**src/rtl/gt_pll_ctrl_pkg.sv**
```systemverilog
// rtl/gt_pll_ctrl_pkg.sv - shared state encoding, default timing and width helpers for the GTP common PLL sequencer
package gt_pll_ctrl_pkg;

    typedef enum logic [2:0] {
        ST_OFF       = 3'd0,
        ST_PWRUP     = 3'd1,
        ST_RESET     = 3'd2,
        ST_WAIT_LOCK = 3'd3,
        ST_STABLE    = 3'd4,
        ST_READY     = 3'd5,
        ST_REFWAIT   = 3'd6,
        ST_FAIL      = 3'd7
    } pll_state_e;

    localparam int DEF_PD_CYCLES     = 256;
    localparam int DEF_RST_CYCLES    = 64;
    localparam int DEF_LOCK_TIMEOUT  = 65536;
    localparam int DEF_STABLE_CYCLES = 1024;
    localparam int DEF_MAX_RETRY     = 3;

    function automatic int ctr_width(input int max_val);
        return $clog2(max_val) + 1;
    endfunction

    localparam int RETRY_W = $clog2(DEF_MAX_RETRY) + 1;

endpackage

```
**src/rtl/gt_pll_seq.sv**
```systemverilog
// rtl/gt_pll_seq.sv - one PLL power-up/reset/lock sequencer with input synchronizers
// GT_PLL_CTRL_STAT_EN builds the 8-bit saturating lock-loss counter; otherwise o_lossc is 0.
module gt_pll_seq
    import gt_pll_ctrl_pkg::*;
#(
    parameter int PD_CYCLES     = DEF_PD_CYCLES,
    parameter int RST_CYCLES    = DEF_RST_CYCLES,
    parameter int LOCK_TIMEOUT  = DEF_LOCK_TIMEOUT,
    parameter int STABLE_CYCLES = DEF_STABLE_CYCLES,
    parameter int MAX_RETRY     = DEF_MAX_RETRY,
    parameter int RETRY_W       = gt_pll_ctrl_pkg::RETRY_W
) (
    input  logic       i_clk,
    input  logic       i_rst_n,
    input  logic       i_en,
    input  logic       i_lock,
    input  logic       i_refclk_lost,
    output logic       o_pd,
    output logic       o_reset,
    output logic       o_ready,
    output logic       o_fail,
    output logic [2:0] o_state,
    output logic [7:0] o_lossc
);

    localparam int MAX_PR = (PD_CYCLES > RST_CYCLES) ? PD_CYCLES : RST_CYCLES;
    localparam int MAX_TS = (LOCK_TIMEOUT > STABLE_CYCLES) ? LOCK_TIMEOUT : STABLE_CYCLES;
    localparam int CW     = ctr_width((MAX_PR > MAX_TS) ? MAX_PR : MAX_TS);

    // Loads are N-1 so that the state is visible for exactly N cycles.
    localparam logic [CW-1:0] LD_PD  = CW'(PD_CYCLES - 1);
    localparam logic [CW-1:0] LD_RST = CW'(RST_CYCLES - 1);
    localparam logic [CW-1:0] LD_TO  = CW'(LOCK_TIMEOUT - 1);
    localparam logic [CW-1:0] LD_STB = CW'(STABLE_CYCLES - 1);

    logic [1:0]         r_lock_sync;
    logic [1:0]         r_ref_sync;
    logic               w_lock;
    logic               w_ref;
    pll_state_e         r_state;
    pll_state_e         w_next;
    logic [CW-1:0]      r_cnt;
    logic [CW-1:0]      w_cnt_next;
    logic [RETRY_W-1:0] r_retry;
    logic [RETRY_W-1:0] w_retry_next;
    logic [RETRY_W-1:0] w_retry_inc;
    logic               r_pd;
    logic               r_reset;
    logic               r_ready;
    logic               r_fail;

    always_ff @(posedge i_clk or negedge i_rst_n) begin
        if (!i_rst_n) begin
            r_lock_sync <= 2'b00;
            r_ref_sync  <= 2'b00;
        end else begin
            r_lock_sync <= {r_lock_sync[0], i_lock};
            r_ref_sync  <= {r_ref_sync[0], i_refclk_lost};
        end
    end

    assign w_lock      = r_lock_sync[1];
    assign w_ref       = r_ref_sync[1];
    assign w_retry_inc = r_retry + RETRY_W'(1);

    always_comb begin
        w_next       = r_state;
        w_cnt_next   = r_cnt;
        w_retry_next = r_retry;
        if (!i_en) begin
            w_next       = ST_OFF;
            w_retry_next = '0;
        end else if (w_ref && (r_state inside {ST_RESET, ST_WAIT_LOCK, ST_STABLE, ST_READY})) begin
            w_next = ST_REFWAIT;
        end else begin
            case (r_state)
                ST_OFF: begin
                    w_next     = ST_PWRUP;
                    w_cnt_next = LD_PD;
                end
                ST_PWRUP: begin
                    if (r_cnt == '0) begin
                        w_next     = ST_RESET;
                        w_cnt_next = LD_RST;
                    end else begin
                        w_cnt_next = r_cnt - CW'(1);
                    end
                end
                ST_RESET: begin
                    if (r_cnt == '0) begin
                        w_next     = ST_WAIT_LOCK;
                        w_cnt_next = LD_TO;
                    end else begin
                        w_cnt_next = r_cnt - CW'(1);
                    end
                end
                ST_WAIT_LOCK: begin
                    // Lock is tested first so it wins over a simultaneous timeout.
                    if (w_lock) begin
                        w_next     = ST_STABLE;
                        w_cnt_next = LD_STB;
                    end else if (r_cnt == '0) begin
                        w_retry_next = w_retry_inc;
                        if (w_retry_inc >= RETRY_W'(MAX_RETRY)) begin
                            w_next = ST_FAIL;
                        end else begin
                            w_next     = ST_RESET;
                            w_cnt_next = LD_RST;
                        end
                    end else begin
                        w_cnt_next = r_cnt - CW'(1);
                    end
                end
                ST_STABLE: begin
                    if (!w_lock) begin
                        w_next     = ST_WAIT_LOCK;
                        w_cnt_next = LD_TO;
                    end else if (r_cnt == '0) begin
                        w_next       = ST_READY;
                        w_retry_next = '0;
                    end else begin
                        w_cnt_next = r_cnt - CW'(1);
                    end
                end
                ST_READY: begin
                    if (!w_lock) begin
                        w_next     = ST_RESET;
                        w_cnt_next = LD_RST;
                    end
                end
                ST_REFWAIT: begin
                    if (!w_ref) begin
                        w_next     = ST_RESET;
                        w_cnt_next = LD_RST;
                    end
                end
                ST_FAIL: w_next = ST_FAIL;
                default: w_next = ST_OFF;
            endcase
        end
    end

    // Outputs are decoded from the next state so they change on the same edge as the state.
    always_ff @(posedge i_clk or negedge i_rst_n) begin
        if (!i_rst_n) begin
            r_state <= ST_OFF;
            r_cnt   <= '0;
            r_retry <= '0;
            r_pd    <= 1'b1;
            r_reset <= 1'b1;
            r_ready <= 1'b0;
            r_fail  <= 1'b0;
        end else begin
            r_state <= w_next;
            r_cnt   <= w_cnt_next;
            r_retry <= w_retry_next;
            r_pd    <= (w_next == ST_OFF) || (w_next == ST_FAIL);
            r_reset <= !((w_next == ST_WAIT_LOCK) || (w_next == ST_STABLE) || (w_next == ST_READY));
            r_ready <= (w_next == ST_READY);
            r_fail  <= (w_next == ST_FAIL);
        end
    end

    assign o_pd    = r_pd;
    assign o_reset = r_reset;
    assign o_ready = r_ready;
    assign o_fail  = r_fail;
    assign o_state = r_state;

`ifdef GT_PLL_CTRL_STAT_EN
    logic [7:0] r_lossc;
    logic       w_loss;

    // READY only reaches RESET through a lock drop; refclk loss goes via REFWAIT.
    assign w_loss = (r_state == ST_READY) && (w_next == ST_RESET);

    always_ff @(posedge i_clk or negedge i_rst_n) begin
        if (!i_rst_n) begin
            r_lossc <= 8'h00;
        end else if (w_loss && (r_lossc != 8'hFF)) begin
            r_lossc <= r_lossc + 8'd1;
        end
    end

    assign o_lossc = r_lossc;
`else
    assign o_lossc = 8'h00;
`endif

endmodule

```
**src/rtl/gt_common_pll_ctrl.sv**
```systemverilog
// rtl/gt_common_pll_ctrl.sv - GTP common-block PLL0 (PCIe) / PLL1 (SFP) sequencer top
// Lock-loss counters on o_pll_lossc exist only when GT_PLL_CTRL_STAT_EN is defined.
module gt_common_pll_ctrl
    import gt_pll_ctrl_pkg::*;
#(
    parameter int PD_CYCLES     = DEF_PD_CYCLES,
    parameter int RST_CYCLES    = DEF_RST_CYCLES,
    parameter int LOCK_TIMEOUT  = DEF_LOCK_TIMEOUT,
    parameter int STABLE_CYCLES = DEF_STABLE_CYCLES,
    parameter int MAX_RETRY     = DEF_MAX_RETRY
) (
    input  logic        i_clk,
    input  logic        i_rst_n,
    input  logic [1:0]  i_pll_en,
    input  logic [1:0]  i_pll_lock,
    input  logic [1:0]  i_pll_refclk_lost,
    output logic [1:0]  o_pll_pd,
    output logic [1:0]  o_pll_reset,
    output logic [1:0]  o_pll_ready,
    output logic [1:0]  o_pll_fail,
    output logic [5:0]  o_pll_state,
    output logic [15:0] o_pll_lossc
);

    for (genvar g = 0; g < 2; g++) begin : g_pll
        gt_pll_seq #(
            .PD_CYCLES    (PD_CYCLES),
            .RST_CYCLES   (RST_CYCLES),
            .LOCK_TIMEOUT (LOCK_TIMEOUT),
            .STABLE_CYCLES(STABLE_CYCLES),
            .MAX_RETRY    (MAX_RETRY),
            .RETRY_W      (ctr_width(MAX_RETRY))
        ) u_seq (
            .i_clk        (i_clk),
            .i_rst_n      (i_rst_n),
            .i_en         (i_pll_en[g]),
            .i_lock       (i_pll_lock[g]),
            .i_refclk_lost(i_pll_refclk_lost[g]),
            .o_pd         (o_pll_pd[g]),
            .o_reset      (o_pll_reset[g]),
            .o_ready      (o_pll_ready[g]),
            .o_fail       (o_pll_fail[g]),
            .o_state      (o_pll_state[3*g +: 3]),
            .o_lossc      (o_pll_lossc[8*g +: 8])
        );
    end

endmodule

```
**config.mk**
```make
export PLATFORM = sky130hd
export DESIGN_NAME = gt_common_pll_ctrl
export DESIGN_NICKNAME = d
export VERILOG_FILES = /design/src/rtl/gt_pll_ctrl_pkg.sv /design/src/rtl/gt_pll_seq.sv /design/src/rtl/gt_common_pll_ctrl.sv
export SDC_FILE = /design/constraint.sdc
export NUM_CORES = 1
export LEC_CHECK = 0
export BUFFER_PORTS_ARGS = -buffer_cell sky130_fd_sc_hd__buf_4
export CORE_MARGIN = 2
export CORE_UTILIZATION = 55
export CTS_BUF_LIST = sky130_fd_sc_hd__clkbuf_4
export DETAILED_ROUTE_END_ITERATION = 10
export PLACE_DENSITY = 0.81
export SETUP_SLACK_MARGIN = 0.1
export SLEW_MARGIN = 20
export SYNTH_ARGS = -nofsm -noshare
export SYNTH_HDL_FRONTEND = slang
export SYNTH_SLANG_ARGS = --single-unit
```
**constraint.sdc**
```tcl
create_clock -name i_clk -period 5.42 [get_ports i_clk]
set_input_delay 0.271 -clock i_clk [delete_from_list [all_inputs] [get_ports i_clk]]
set_output_delay 0.271 -clock i_clk [all_outputs]
set_load 0.01 [all_outputs]
```
* Word level (Yosys, flattened, before mapping)
Cells that the tools add are included.
** Word-level totals
- Flip-flop bits (word level) :: 62
- Input port bits :: 8
- Output and inout bits :: 30
- Logic and storage cells :: 150
** Operators by class
- Add/subtract/negate cells :: 4
- Magnitude comparators :: 2
- Equality and inequality tests :: 42
- Muxes and demuxes :: 58
- Bitwise logic cells :: 2
- Reduce and logical (&&, ||, !) cells :: 24
** Operators by type and width (number)
- 17-bit two-way mux :: 18
- 17-bit case mux with 7 select lines :: 2
- 3-bit two-way mux :: 34
- 3-bit case mux with 8 select lines :: 2
- 3-bit equality test (second input constant) :: 14
- 17-bit zero test :: 2
- 17-bit by 1-bit subtractor with 17-bit output (second input constant) :: 2
- 3-bit != test (second input constant) :: 8
- 3-bit by 2-bit equality test with 1-bit output (second input constant) :: 6
- 7-bit AND reduction :: 2
- 7-bit nonzero test :: 2
- 3-bit zero test :: 4
- 2-bit != test (second input constant) :: 6
- 3-bit case mux with 2 select lines :: 2
- 6-bit AND reduction :: 2
- 4-bit by 3-bit != test with 1-bit output (second input constant) :: 2
- 4-bit nonzero test :: 2
- 3-bit by 1-bit adder with 3-bit output (second input constant) :: 2
- 3-bit by 1-bit equality test with 1-bit output (second input constant) :: 2
- 3-bit by 2-bit greater-or-equal comparator with 1-bit output (second input constant) :: 2
- 1-bit logical OR :: 6
- 3-bit by 1-bit != test with 1-bit output (second input constant) :: 2
- 3-bit by 2-bit != test with 1-bit output (second input constant) :: 2
- 1-bit logical AND :: 2
- other kinds (2) :: 4

* Logic depth before layout (Yosys ltp)
Gate-level depths: netlist of the first run.
- Depth in word-level cells :: 12
- Mapped depth :: 9
- Gate-level depth less buffers :: 8

* Modules after synthesis
From an unflattened synthesis of the first run, not the netlist that was laid out.
** Unflattened totals
- Cell total of the unflattened synthesis :: 508
- Area, all modules :: 4384.2 µm²
** Modules (own cells, without submodules)
- gt_pll_seq at g_pll[0].u_seq :: times used 1, cells each 244, area each 2194.6 µm²
- gt_pll_seq at g_pll[1].u_seq :: times used 1, cells each 264, area each 2189.6 µm²

* Worst setup path after synthesis of the first run
OpenSTA, ideal clock, no wires.
- Path kind :: register to register
- From :: register g_pll[0].u_seq.r_cnt[6]
- To :: register g_pll[0].u_seq.r_cnt[10]
- Library setup time :: 0.093 ns
- Arrival :: 2.499 ns
- Data required time :: 5.327 ns
- Setup slack :: 2.829 ns
- Stages on the path, launching flop included :: 8
- Path buffers :: 1
- Path through :: dfrtp_1 > or4_4 > or3_1 > buf_2 > or4b_4 > o31ai_4 > a21oi_1 > o31ai_2
** On the way
- Longest elaborated chain between the ends :: 4
** Ends and longest elaborated chain
- start: declaration :: line gt_pll_seq.sv:42 : logic [CW-1:0] r_cnt;
- start signal: assignment :: line gt_pll_seq.sv:155 : r_cnt <= w_cnt_next;
- 17-bit by 1-bit subtractor with 17-bit output / 17-bit zero test (equally long branches)
- 17-bit two-way mux (on tied branches) :: line gt_pll_seq.sv:118, gt_pll_seq.sv:102
- 17-bit two-way mux (on tied branches) :: line gt_pll_seq.sv:115, gt_pll_seq.sv:99
- 17-bit case mux with 7 select lines :: line gt_pll_seq.sv:76 : case (r_state)
Parallel ways exist; a longest one is shown, timed or not. The select of a mux whose other input is x is not followed.
A chain may end at the register's enable or synchronous reset.

* Worst setup path in the final report of the first run
- From :: register g_pll[1].u_seq.r_cnt[3]
- To :: register g_pll[1].u_seq.r_cnt[11]
** On the way
- Longest elaborated chain between the ends :: 4
** Ends and longest elaborated chain (line)
- start: declaration :: gt_pll_seq.sv:42
- start signal: assignment :: gt_pll_seq.sv:155
- 17-bit by 1-bit subtractor with 17-bit output / 17-bit zero test (equally long branches)
- 17-bit two-way mux (on tied branches) :: gt_pll_seq.sv:118, gt_pll_seq.sv:102
- 17-bit two-way mux (on tied branches) :: gt_pll_seq.sv:115, gt_pll_seq.sv:99
- 17-bit case mux with 7 select lines :: gt_pll_seq.sv:76
Parallel ways exist; a longest one is shown, timed or not. The select of a mux whose other input is x is not followed.

==> impl_metrics.csv, run 1 <==
group,metric,value,unit
floorplan,std_cell_rows,31,
sta,worst_tran_pin_value,1.12,ns
power_and_ir_drop,p_leak,1.79,nW
clocking,numCtsBuffers,9,
grt,grtUsageTotal,22.6,%
critical_path,worst_r2r_endpoint,"g_pll[1].u_seq.r_cnt[11]",
synthesis,synth_ff_type,"dfrtp_1",
synthesis,synth_xor_area_share,0.422,%
placement,routability_congestion_estimate_from_global_placement,0.930,
drt,drt_wl_total,9110,um
grt,vias_in_the_first_global_route,3422,
worst_hold_path,worst_hold_path.endpoint,"g_pll[1].u_seq.o_pd",
sta,report.final.setup_viol,0,
sta,finalClockSkew,0.0161,ns
grt,pin_count_of_the_biggest_net_entering_global_routing,63,
power_and_ir_drop,power_switching,0.000288,W
clocking,clkTransAtPathRegs,0.12,ns
final_layout,drive_gt1_share,12.1,%
clocking,max-clock-path-buffers,2,
synthesis,ys_top_cells_by_area,"dfrtp_1 (35%), o21ai_0 (6.4%), nor2_1 (4.8%), a21oi_1 (4.5%), buf_4 (4.3%)",
grt,gr-total-overflow,0,
critical_path,worst_ep_required_time,5.73,ns
clocking,cts_htree_levels,3,
critical_path,rrSetupSlack,2.25,ns
clocking,cts.sinks,62,
grt,grt_pass1_wl,15400,um
placement,buffer_ports.inserted,21,
critical_path,path_delay_family,"simple AND/OR/NAND/NOR gates",
critical_path,cpMaxStageDelayCell,"nor4_1",
critical_path,end_kind,"flip-flop",
run_status,status,"finished, final reports clean",
drt,avgRoutedWirePerCell,14.9,um
critical_path,timing.critical_path.arrival,3.48,ns
power_and_ir_drop,worst_ir_drop_vdd,0.000146,V
synthesis,synth_top_cell_area_share,35.0,%
clocking,cts_tree,"built",
synthesis,synthAdderAreaFrac,2.41,%
sta,slew-limit-headroom,24.1,%
synthesis,netlist-cell-type-count,69,
synthesis,synth_commonest_cells,"dfrtp_1 (58), nor2_1 (53), o21ai_0 (53)",
synthesis,yosysMostFrequentCell,"dfrtp_1",
floorplan,coreArea,0.00729,sq mm
placement,dpl.cell_count,591,
power_and_ir_drop,switching_power_as_a_share_of_total_power,31.4,%
placement,dpl_worst_slack,2.32,ns
sta,setup_tns,0,ns
grt,initial_antenna_violation_count,0,
synthesis,synth_area_in_simple_gates,23.9,%
synthesis,synth_warnings,0,
synthesis,synth_edf_count,0,
synthesis,yosys-mux-area-fraction,0.513,%
job,cap_violations,0,
power_and_ir_drop,power,0.000917,W
synthesis,summed_instance_area_of_the_synthesized_netlist,0.00415,sq mm
synthesis,synth_largest_area_cell,"dfrtp_1",
synthesis,avgSynthCellArea,8.19,sq um
critical_path,slowest_delay,0.69,ns
drt,drtAntennaViolNets,0,
floorplan,fp.dieH,90.8,um
critical_path,worst-path-buf-inv,0,
critical_path,timing.critical_path.cells,"nor4_1 -> nand3_1 -> nor2_1 -> a21o_1 -> nand2b_1 -> o21ai_0",
final_layout,area_growth_syn_to_layout,5.64,%
synthesis,syn_inst,506,
worst_hold_path,holdCritStartpoint,"i_pll_en[1]",
sta,final.period_utilization,58.5,%
floorplan,dieArea,0.00825,sq mm
final_layout,post_layout_nonfiller_instances,612,
floorplan,io-pin-count,38,
synthesis,synth.ff_latch_count,62,
synthesis,ys_async_sr_fraction,100,%
floorplan,initial_core_utilization,56.9,%
clocking,ctsRootBufferMaster,"clkbuf_4",
drt,remaining_drc_errors,0,
floorplan,die_width,90.8,um
critical_path,crit-reg2reg-launch,"g_pll[1].u_seq.r_cnt[3]",
critical_path,critical_path.startpoint_type,"flip-flop",
power_and_ir_drop,clock_power_share,29.9,%
synthesis,combinational_family_with_the_most_area_after_synthesis,"compound AO/OA/AOI/OAI gates",
drt,drtIter0Drc,254,
synthesis,synth.yosys.seq_area_share,37.5,%
synthesis,synth-compound-area-share,26.7,%
drt,dr.pass1.iters,5,
power_and_ir_drop,cellPowerDensity,209,mW/mm^2
placement,place_area,0.00420,sq mm
clocking,clock_insertion_delay_worst_skew,0.43,ns
final_layout,postLayoutCellArea,0.00438,sq mm
sta,crit_path_time_final,3.17,ns
sta,maximum_operating_frequency,315,MHz
critical_path,cp_launch_point,"g_pll[1].u_seq.r_cnt[3]",
sta,finalWorstSetupSlack,2.25,ns
power_and_ir_drop,share_comb_of_total_power,13.7,%
sta,timing.final.hold_violations,0,
critical_path,crit_fanout,23,
critical_path,critical_path_class,"flip-flop to flip-flop",
drt,dr_total_vias,3778,
final_layout,net_total_in_the_final_layout,524,
critical_path,ff2ff_path_depth,6,
worst_hold_path,hold_class,"input pin to flip-flop",
power_and_ir_drop,p_int,0.000629,W
sta,maxSlewViolCount,0,
placement,place.detailed.hpwl,6290,um
drt,vias_per_cell,6.17,
sta,rsz0062_at_grt,"false",
final_layout,diodes,0,
power_and_ir_drop,power.sequential.fraction,56.4,%
worst_hold_path,hold-path-cell-count,2,
-- flip-flops by register name (all words and copies together), names as in the netlist --
signal	cells
g_pll.u_seq.r_retry	6
g_pll.u_seq.o_state	6
g_pll.u_seq.o_ready	2
g_pll.u_seq.o_pd	2
g_pll.u_seq.r_lock_sync	4
g_pll.u_seq.r_cnt	34
g_pll.u_seq.r_ref_sync	4
g_pll.u_seq.o_fail	2
g_pll.u_seq.o_reset	2
-- cell type report --
cell class              instances  area (sq um)
clock buffers                  10          75.1
clock inverters                 6          37.5
fillers                       640          2910
inverters                      19          71.3
multi-input cells             390          2310
flip-flops and latches         62          1560
well taps                      99           124
repair buffers                 26           208
-- per-layer routing --
| metal | wire length, um | track usage (%) | share of wire (%) |
|---|---|---|---|
| met5 | 0 | 0 | 0 |
| met4 | 166 | 10.2 | 1.8 |
| met2 | 4550 | 37.7 | 50 |
| met1 | 3890 | 28.7 | 43 |
| met3 | 502 | 4.01 | 5.5 |
-- per-stage QoR --
stage	utilization (%)	hold WS, ns
5_1_grt	60.1	0.0727
2_1_floorplan	-	-0.0246
4_1_cts	59.9	0.0455
6_report	60.1	0.0527
3_3_place_gp	57.7	0.332
3_5_place_dp	57.7	0.340
-- placed cells by master, fill, tap and decap left out, types with 9 or more instances in the layout --
cell / instances
or3_1: 10
nand2_1: 33
a21oi_1: 36
clkbuf_4: 10
inv_1: 19
o21ai_0: 53
a31oi_1: 10
nor2b_1: 9
nor2_1: 53
nand3_1: 13
dfrtp_1: 58
nor3_1: 26
conb_1: 16
buf_4: 21
-- power by group through the flow --
stage / clock network (W) / registers, W / logic [W]
floorplan: 0 / 0.000510 / 0.000108
global placement: 0 / 0.000524 / 0.000117
detailed placement: 0 / 0.000526 / 0.000121
CTS: 0.000283 / 0.000517 / 0.000125
global route: 0.000297 / 0.000523 / 0.000142
finish: 0.000275 / 0.000517 / 0.000125
-- what timing repair did --
action,4_1_cts,5_1_grt
endpoints found under the setup margin,0,0
hold buffers,5,0
setup buffers,0,0
endpoints found under the hold margin,62,0
gates resized for setup,0,0
-- worst max path at each step --
stage / cells past startpoint / to
3_5_place_dp: 6 / g_pll[0].u_seq.r_cnt[10]
2_1_floorplan: 7 / g_pll[0].u_seq.r_cnt[10]
5_1_grt: 6 / g_pll[1].u_seq.r_cnt[11]
6_report: 6 / g_pll[1].u_seq.r_cnt[11]
4_1_cts: 6 / g_pll[0].u_seq.r_cnt[10]
3_3_place_gp: 6 / g_pll[0].u_seq.r_cnt[13]
-- cells by family (layout without fill, tap and decap cells) --
group | count (synthesis) | count (layout)
AO/OA/AOI/OAI | 170 | 170
buffers and inverters | 69 | 61
other | 1 | 16
multiplexers | 2 | 2
flip-flops | 62 | 62
XOR/XNOR | 2 | 2
adder cells (fa/ha/maj) | 8 | 8
AND/OR/NAND/NOR | 192 | 192
Power figures use the tool's default switching activity.
==> run 2, diff against run 1 <==
Settings changed: PLACE_DENSITY 0.81 to 0.84.
Clock period 5.42 ns to 2.9 ns, I/O delays scaled along.
==> run 2 against run 1 <==
Against the previous run: power is 98% higher; non-clock buffer count is 22 higher; combinational power is 120% higher; first-iteration DRC count is 21% higher; via count is 2.9% higher; critical path type unchanged; largest power group unchanged; critical path depth is 1 higher; register-to-register slack worse by 2.1 ns; die area stayed put.
==> impl_metrics.csv, run 2 (synthesis gave the netlist of run 1 again) <==
group,metric,value,unit
run_status,status,"finished, final reports clean",
grt,initial_antenna_violation_count,0,
drt,avgRoutedWirePerCell,15.0,um
power_and_ir_drop,cellPowerDensity,397,mW/mm^2
drt,remaining_drc_errors,0,
placement,routability_congestion_estimate_from_global_placement,0.927,
floorplan,dieArea,0.00825,sq mm
grt,grt_pass1_wl,15700,um
sta,worst_tran_pin_value,1.01,ns
final_layout,drive_gt1_share,15.1,%
clocking,max-clock-path-buffers,2,
drt,drtIter0Drc,307,
clocking,numCtsBuffers,9,
drt,drt_wl_total,9540,um
placement,place.detailed.hpwl,6550,um
final_layout,leading_cell_types_in_the_layout_fill_and_taps_excluded,"dfrtp_1 (57), o21ai_0 (53), nor2_1 (52), buf_4 (41), a21oi_1 (37)",
clocking,ctsRootBufferMaster,"clkbuf_4",
power_and_ir_drop,p_leak,1.90,nW
drt,dr_total_vias,3887,
final_layout,largest_register_ff_count,34,
sta,timing.final.hold_violations,0,
sta,slew-limit-headroom,32.0,%
clocking,cts.sinks,62,
floorplan,initial_core_utilization,56.9,%
placement,dpl_worst_slack,0.111,ns
floorplan,std_cell_rows,31,
power_and_ir_drop,worst_ir_drop_vdd,0.000348,V
final_layout,net_total_in_the_final_layout,546,
floorplan,coreArea,0.00729,sq mm
sta,final.period_utilization,93.3,%
critical_path,timing.critical_path.arrival,3.02,ns
sta,finalClockSkew,0.0135,ns
job,cap_violations,0,
sta,maxSlewViolCount,0,
critical_path,cp_launch_point,"g_pll[0].u_seq.r_cnt[6]",
worst_hold_path,hold_class,"input pin to asynchronous set/reset pin",
drt,vias_per_cell,6.13,
grt,grtUsageTotal,22.8,%
clocking,clock_insertion_delay_worst_skew,0.41,ns
grt,pin_count_of_the_biggest_net_entering_global_routing,63,
critical_path,worst_ep_required_time,3.21,ns
sta,rsz0062_at_grt,"false",
grt,vias_in_the_first_global_route,3528,
final_layout,register_bank_with_the_most_flops,"g_pll.u_seq.r_cnt",
grt,gr-total-overflow,0,
floorplan,io-pin-count,38,
sta,crit_path_time_final,2.70,ns
floorplan,die_width,90.8,um
clocking,cts_htree_levels,3,
clocking,cts_tree,"built",
critical_path,crit-reg2reg-launch,"g_pll[0].u_seq.r_cnt[6]",
critical_path,end_kind,"flip-flop",
sta,maximum_operating_frequency,370,MHz
sta,report.final.setup_viol,0,
final_layout,area_growth_syn_to_layout,10.1,%
sta,finalWorstSetupSlack,0.196,ns
placement,buffer_ports.inserted,21,
clocking,clkTransAtPathRegs,0.11,ns
floorplan,fp.dieH,90.8,um
critical_path,critical_path_class,"flip-flop to flip-flop",
final_layout,diodes,0,
critical_path,critical_path.startpoint_type,"flip-flop",
critical_path,crit_fanout,5,
sta,setup_tns,0,ns
drt,dr.pass1.iters,5,
drt,drtAntennaViolNets,0,
final_layout,final_common_cell,"dfrtp_1",
==> run 2: cell types whose count changed in the layout (fill, tap and decap cells not counted), moves of 2 or more <==
| cell | change |
|---|---|
| buf_4 | +20 |
| dlygate4sd3_1 | +2 |
| o31ai_1 | +2 |
| o31ai_2 | -2 |
==> run 2: cell type report <==
| cell class | instances | area [sq um] |
|---|---|---|
| clock inverters | 5 | 50.0 |
| clock buffers | 11 | 82.6 |
| flip-flops and latches | 62 | 1560 |
| inverters | 19 | 71.3 |
| well taps | 99 | 124 |
| repair buffers | 48 | 378 |
| fillers | 622 | 2730 |
| multi-input cells | 390 | 2300 |
==> run 2: metrics by stage <==
step           power [W]  instance area, sq um  hold slack [ns]  std cells  util, %
6_report         0.00181                  4570            0.332        634     62.6
4_1_cts          0.00181                  4510            0.362        628     61.9
5_1_grt          0.00190                  4570            0.366        634     62.6
3_3_place_gp     0.00121                  4310            0.255        605     59.1
2_1_floorplan    0.00115                  4200           -0.151        521        -
3_5_place_dp     0.00123                  4310            0.256        605     59.1
==> run 2: timing repair <==
item	in CTS	in global routing
pin swaps	2	5
resized for setup	0	3
gates cloned	0	0
hold buffers	7	0
buffers inserted	0	6
endpoints found under the hold margin	65	0
endpoints found under the setup margin	2	16
==> run 2: worst paths after layout <==
path                                                endpoint  slack, ns  cells past startpoint
worst max-delay path                g_pll[0].u_seq.r_cnt[11]       0.20                      7
worst min-delay path               g_pll[1].u_seq.r_retry[2]       0.33                      2
worst max register to register      g_pll[0].u_seq.r_cnt[11]       0.20                      7
worst min register to register  g_pll[1].u_seq.r_ref_sync[1]       0.36                      0
max in group asynchronous            g_pll[0].u_seq.r_cnt[6]       1.99                      2
min in group i_clk              g_pll[1].u_seq.r_ref_sync[1]       0.36                      0
==> run 2: report_power, final <==
| part | switching [W] | internal [W] |
|---|---|---|
| clock | 0.000300 | 0.000276 |
| sequential | 0.0000618 | 0.000905 |
| combinational | 0.000159 | 0.000111 |
| total | 0.000521 | 0.00129 |
==> run 2: routing by layer <==
layer	wire (um)	up-vias	global-route usage, %
li1	-	1858	-
met1	4020	1848	28.6
met2	4770	160	38.5
met3	585	21	5.43
met4	158	0	8.08
met5	0	-	0
==> run 2: worst max-delay path, cell delays in order (launching register included) <==
cell and delay [ns]:
dfrtp_2 0.43, or4_4 0.58, or3_4 0.42, or4b_4 0.53
o31ai_4 0.26, buf_4 0.18, nor2_2 0.04, o31ai_2 0.17
==> run 3, diff against run 2 <==
Settings changed: PLACE_DENSITY 0.84 to default, PLACE_DENSITY_LB_ADDON from default to 0.08.
==> run 3 against run 2 <==
Against the previous run: first-iteration DRC count shrank 33%; largest power group unchanged; final area shrank 0.33%; clock skew grew 0.0036 ns; worst hold slack gained 0.026 ns; sequential power is essentially flat; setup slack gained 0.014 ns; wire length shrank 0.39%; die area is the same.
==> impl_metrics.csv, run 3 (synthesis gave the netlist of run 1 again) <==
group,metric,value,unit
final_layout,register_bank_with_the_most_flops,"g_pll.u_seq.r_cnt",
clocking,clock_insertion_delay_worst_skew,0.41,ns
clocking,ctsRootBufferMaster,"clkbuf_4",
critical_path,cpMaxStageDelayCell,"or4_4",
critical_path,worst_ep_required_time,3.21,ns
final_layout,leading_cell_types_in_the_layout_fill_and_taps_excluded,"dfrtp_1 (58), nor2_1 (53), o21ai_0 (53), buf_4 (39), a21oi_1 (37)",
job,cap_violations,0,
clocking,cts_htree_levels,3,
floorplan,std_cell_rows,31,
sta,slew-limit-headroom,48.3,%
critical_path,slowest_delay,0.60,ns
critical_path,critical_path_class,"flip-flop to flip-flop",
critical_path,ff2ff_path_depth,6,
grt,initial_antenna_violation_count,0,
sta,crit_path_time_final,2.69,ns
final_layout,drive_gt1_share,15.2,%
drt,dr_total_vias,3833,
power_and_ir_drop,worst_ir_drop_vdd,0.000279,V
critical_path,rrSetupSlack,0.21,ns
final_layout,diodes,0,
sta,rsz0062_at_grt,"false",
grt,grt_pass1_wl,16200,um
floorplan,coreArea,0.00729,sq mm
placement,routability_congestion_estimate_from_global_placement,0.908,
final_layout,area_growth_syn_to_layout,9.75,%
drt,drtIter0Drc,205,
critical_path,timing.critical_path.arrival,3.00,ns
sta,maximum_operating_frequency,372,MHz
grt,gr-total-overflow,0,
sta,timing.final.hold_violations,0,
power_and_ir_drop,p_leak,1.90,nW
final_layout,final_common_cell,"dfrtp_1",
drt,avgRoutedWirePerCell,15.0,um
critical_path,worst-path-buf-inv,0,
clocking,cts_tree,"built",
grt,vias_in_the_first_global_route,3536,
sta,finalClockSkew,0.0171,ns
power_and_ir_drop,power,0.00175,W
critical_path,crit_fanout,7,
critical_path,crit-reg2reg-launch,"g_pll[0].u_seq.r_cnt[6]",
drt,dr.pass1.iters,5,
floorplan,die_width,90.8,um
placement,dpl_worst_slack,0.173,ns
sta,finalWorstSetupSlack,0.210,ns
placement,buffer_ports.inserted,21,
final_layout,fillerInstances,679,
clocking,numCtsBuffers,9,
drt,remaining_drc_errors,0,
critical_path,critical_path.startpoint_type,"flip-flop",
sta,setup_tns,0,ns
clocking,clkTransAtPathRegs,0.11,ns
floorplan,io-pin-count,38,
grt,grtUsageTotal,23.8,%
critical_path,timing.critical_path.cells,"or4_4 -> or3_4 -> or4b_4 -> o31ai_4 -> a21oi_1 -> o31ai_2",
grt,pin_count_of_the_biggest_net_entering_global_routing,63,
drt,drtAntennaViolNets,0,
floorplan,initial_core_utilization,56.9,%
drt,drt_wl_total,9500,um
final_layout,largest_register_ff_count,34,
placement,place_area,0.00434,sq mm
critical_path,worst_r2r_endpoint,"g_pll[0].u_seq.r_cnt[10]",
worst_hold_path,hold_class,"input pin to asynchronous set/reset pin",
critical_path,end_kind,"flip-flop",
critical_path,path_delay_family,"simple AND/OR/NAND/NOR gates",
run_status,status,"finished, final reports clean",
final_layout,net_total_in_the_final_layout,544,
clocking,cts.sinks,62,
sta,worst_tran_pin_value,0.775,ns
floorplan,fp.dieH,90.8,um
clocking,max-clock-path-buffers,2,
power_and_ir_drop,cellPowerDensity,385,mW/mm^2
drt,vias_per_cell,6.06,
sta,report.final.setup_viol,0,
sta,maxSlewViolCount,0,
final_layout,postLayoutCellArea,0.00455,sq mm
floorplan,dieArea,0.00825,sq mm
placement,place.detailed.hpwl,6540,um
sta,final.period_utilization,92.8,%
[run 3: repair_timing]
action                     4_1_cts  5_1_grt
buffers inserted                 0        0
hold buffers                     7        0
setup endpoints to repair        0       22
hold endpoints to repair        65        0
gates resized for setup          0        4
[run 3: worst reg2reg max path: cells and delay by family, from the launching register on]
family / cells / cell delay, ns
AO/OA/AOI/OAI: 3 / 0.57
flip-flops: 1 / 0.47
AND/OR/NAND/NOR: 3 / 1.58
[run 3: worst max path at each step]
stage,from,end,slack (ns),cells after the start
global route,g_pll[0].u_seq.r_cnt[6],g_pll[0].u_seq.r_cnt[10],0.13,6
CTS,g_pll[0].u_seq.r_cnt[6],g_pll[0].u_seq.r_cnt[6],0.16,6
global placement,g_pll[0].u_seq.r_cnt[6],g_pll[0].u_seq.r_cnt[10],0.22,6
detailed placement,g_pll[0].u_seq.r_cnt[6],g_pll[0].u_seq.r_cnt[6],0.17,6
finish,g_pll[0].u_seq.r_cnt[6],g_pll[0].u_seq.r_cnt[10],0.21,6
floorplan,g_pll[0].u_seq.r_cnt[6],g_pll[0].u_seq.r_cnt[10],0.31,7
[run 3: layout make-up]
type	count	area [sq um]	area share [%]
Clock inverter	2	10.0	0.220
Tap cell	99	124	2.72
Timing Repair Buffer	46	363	7.97
Clock buffer	14	105	2.31
Inverter	19	71.3	1.57
Sequential cell	62	1560	34.2
Multi-Input combinational cell	390	2320	51.0
[run 3: metal layers]
metal	vias to the layer above	wire [um]	global-route usage, %
met2	124	4750	40.6
met5	-	0	0
met1	1828	4060	29.5
met4	0	227	9.22
li1	1850	-	-
met3	31	460	5.26
[run 3: report_power, final]
part	internal [W]	switching, W	total, W
registers	0.000905	0.0000600	0.000965
logic	0.000105	0.000154	0.000260
clock network	0.000223	0.000303	0.000526
total	0.00123	0.000517	0.00175
[run 3: stage by stage]
stage	util [%]	std cells	hold WS (ns)
6_report	62.4	632	0.358
3_3_place_gp	59.5	609	0.256
2_1_floorplan	-	521	-0.151
3_5_place_dp	59.5	609	0.255
4_1_cts	62.0	632	0.358
5_1_grt	62.4	632	0.350
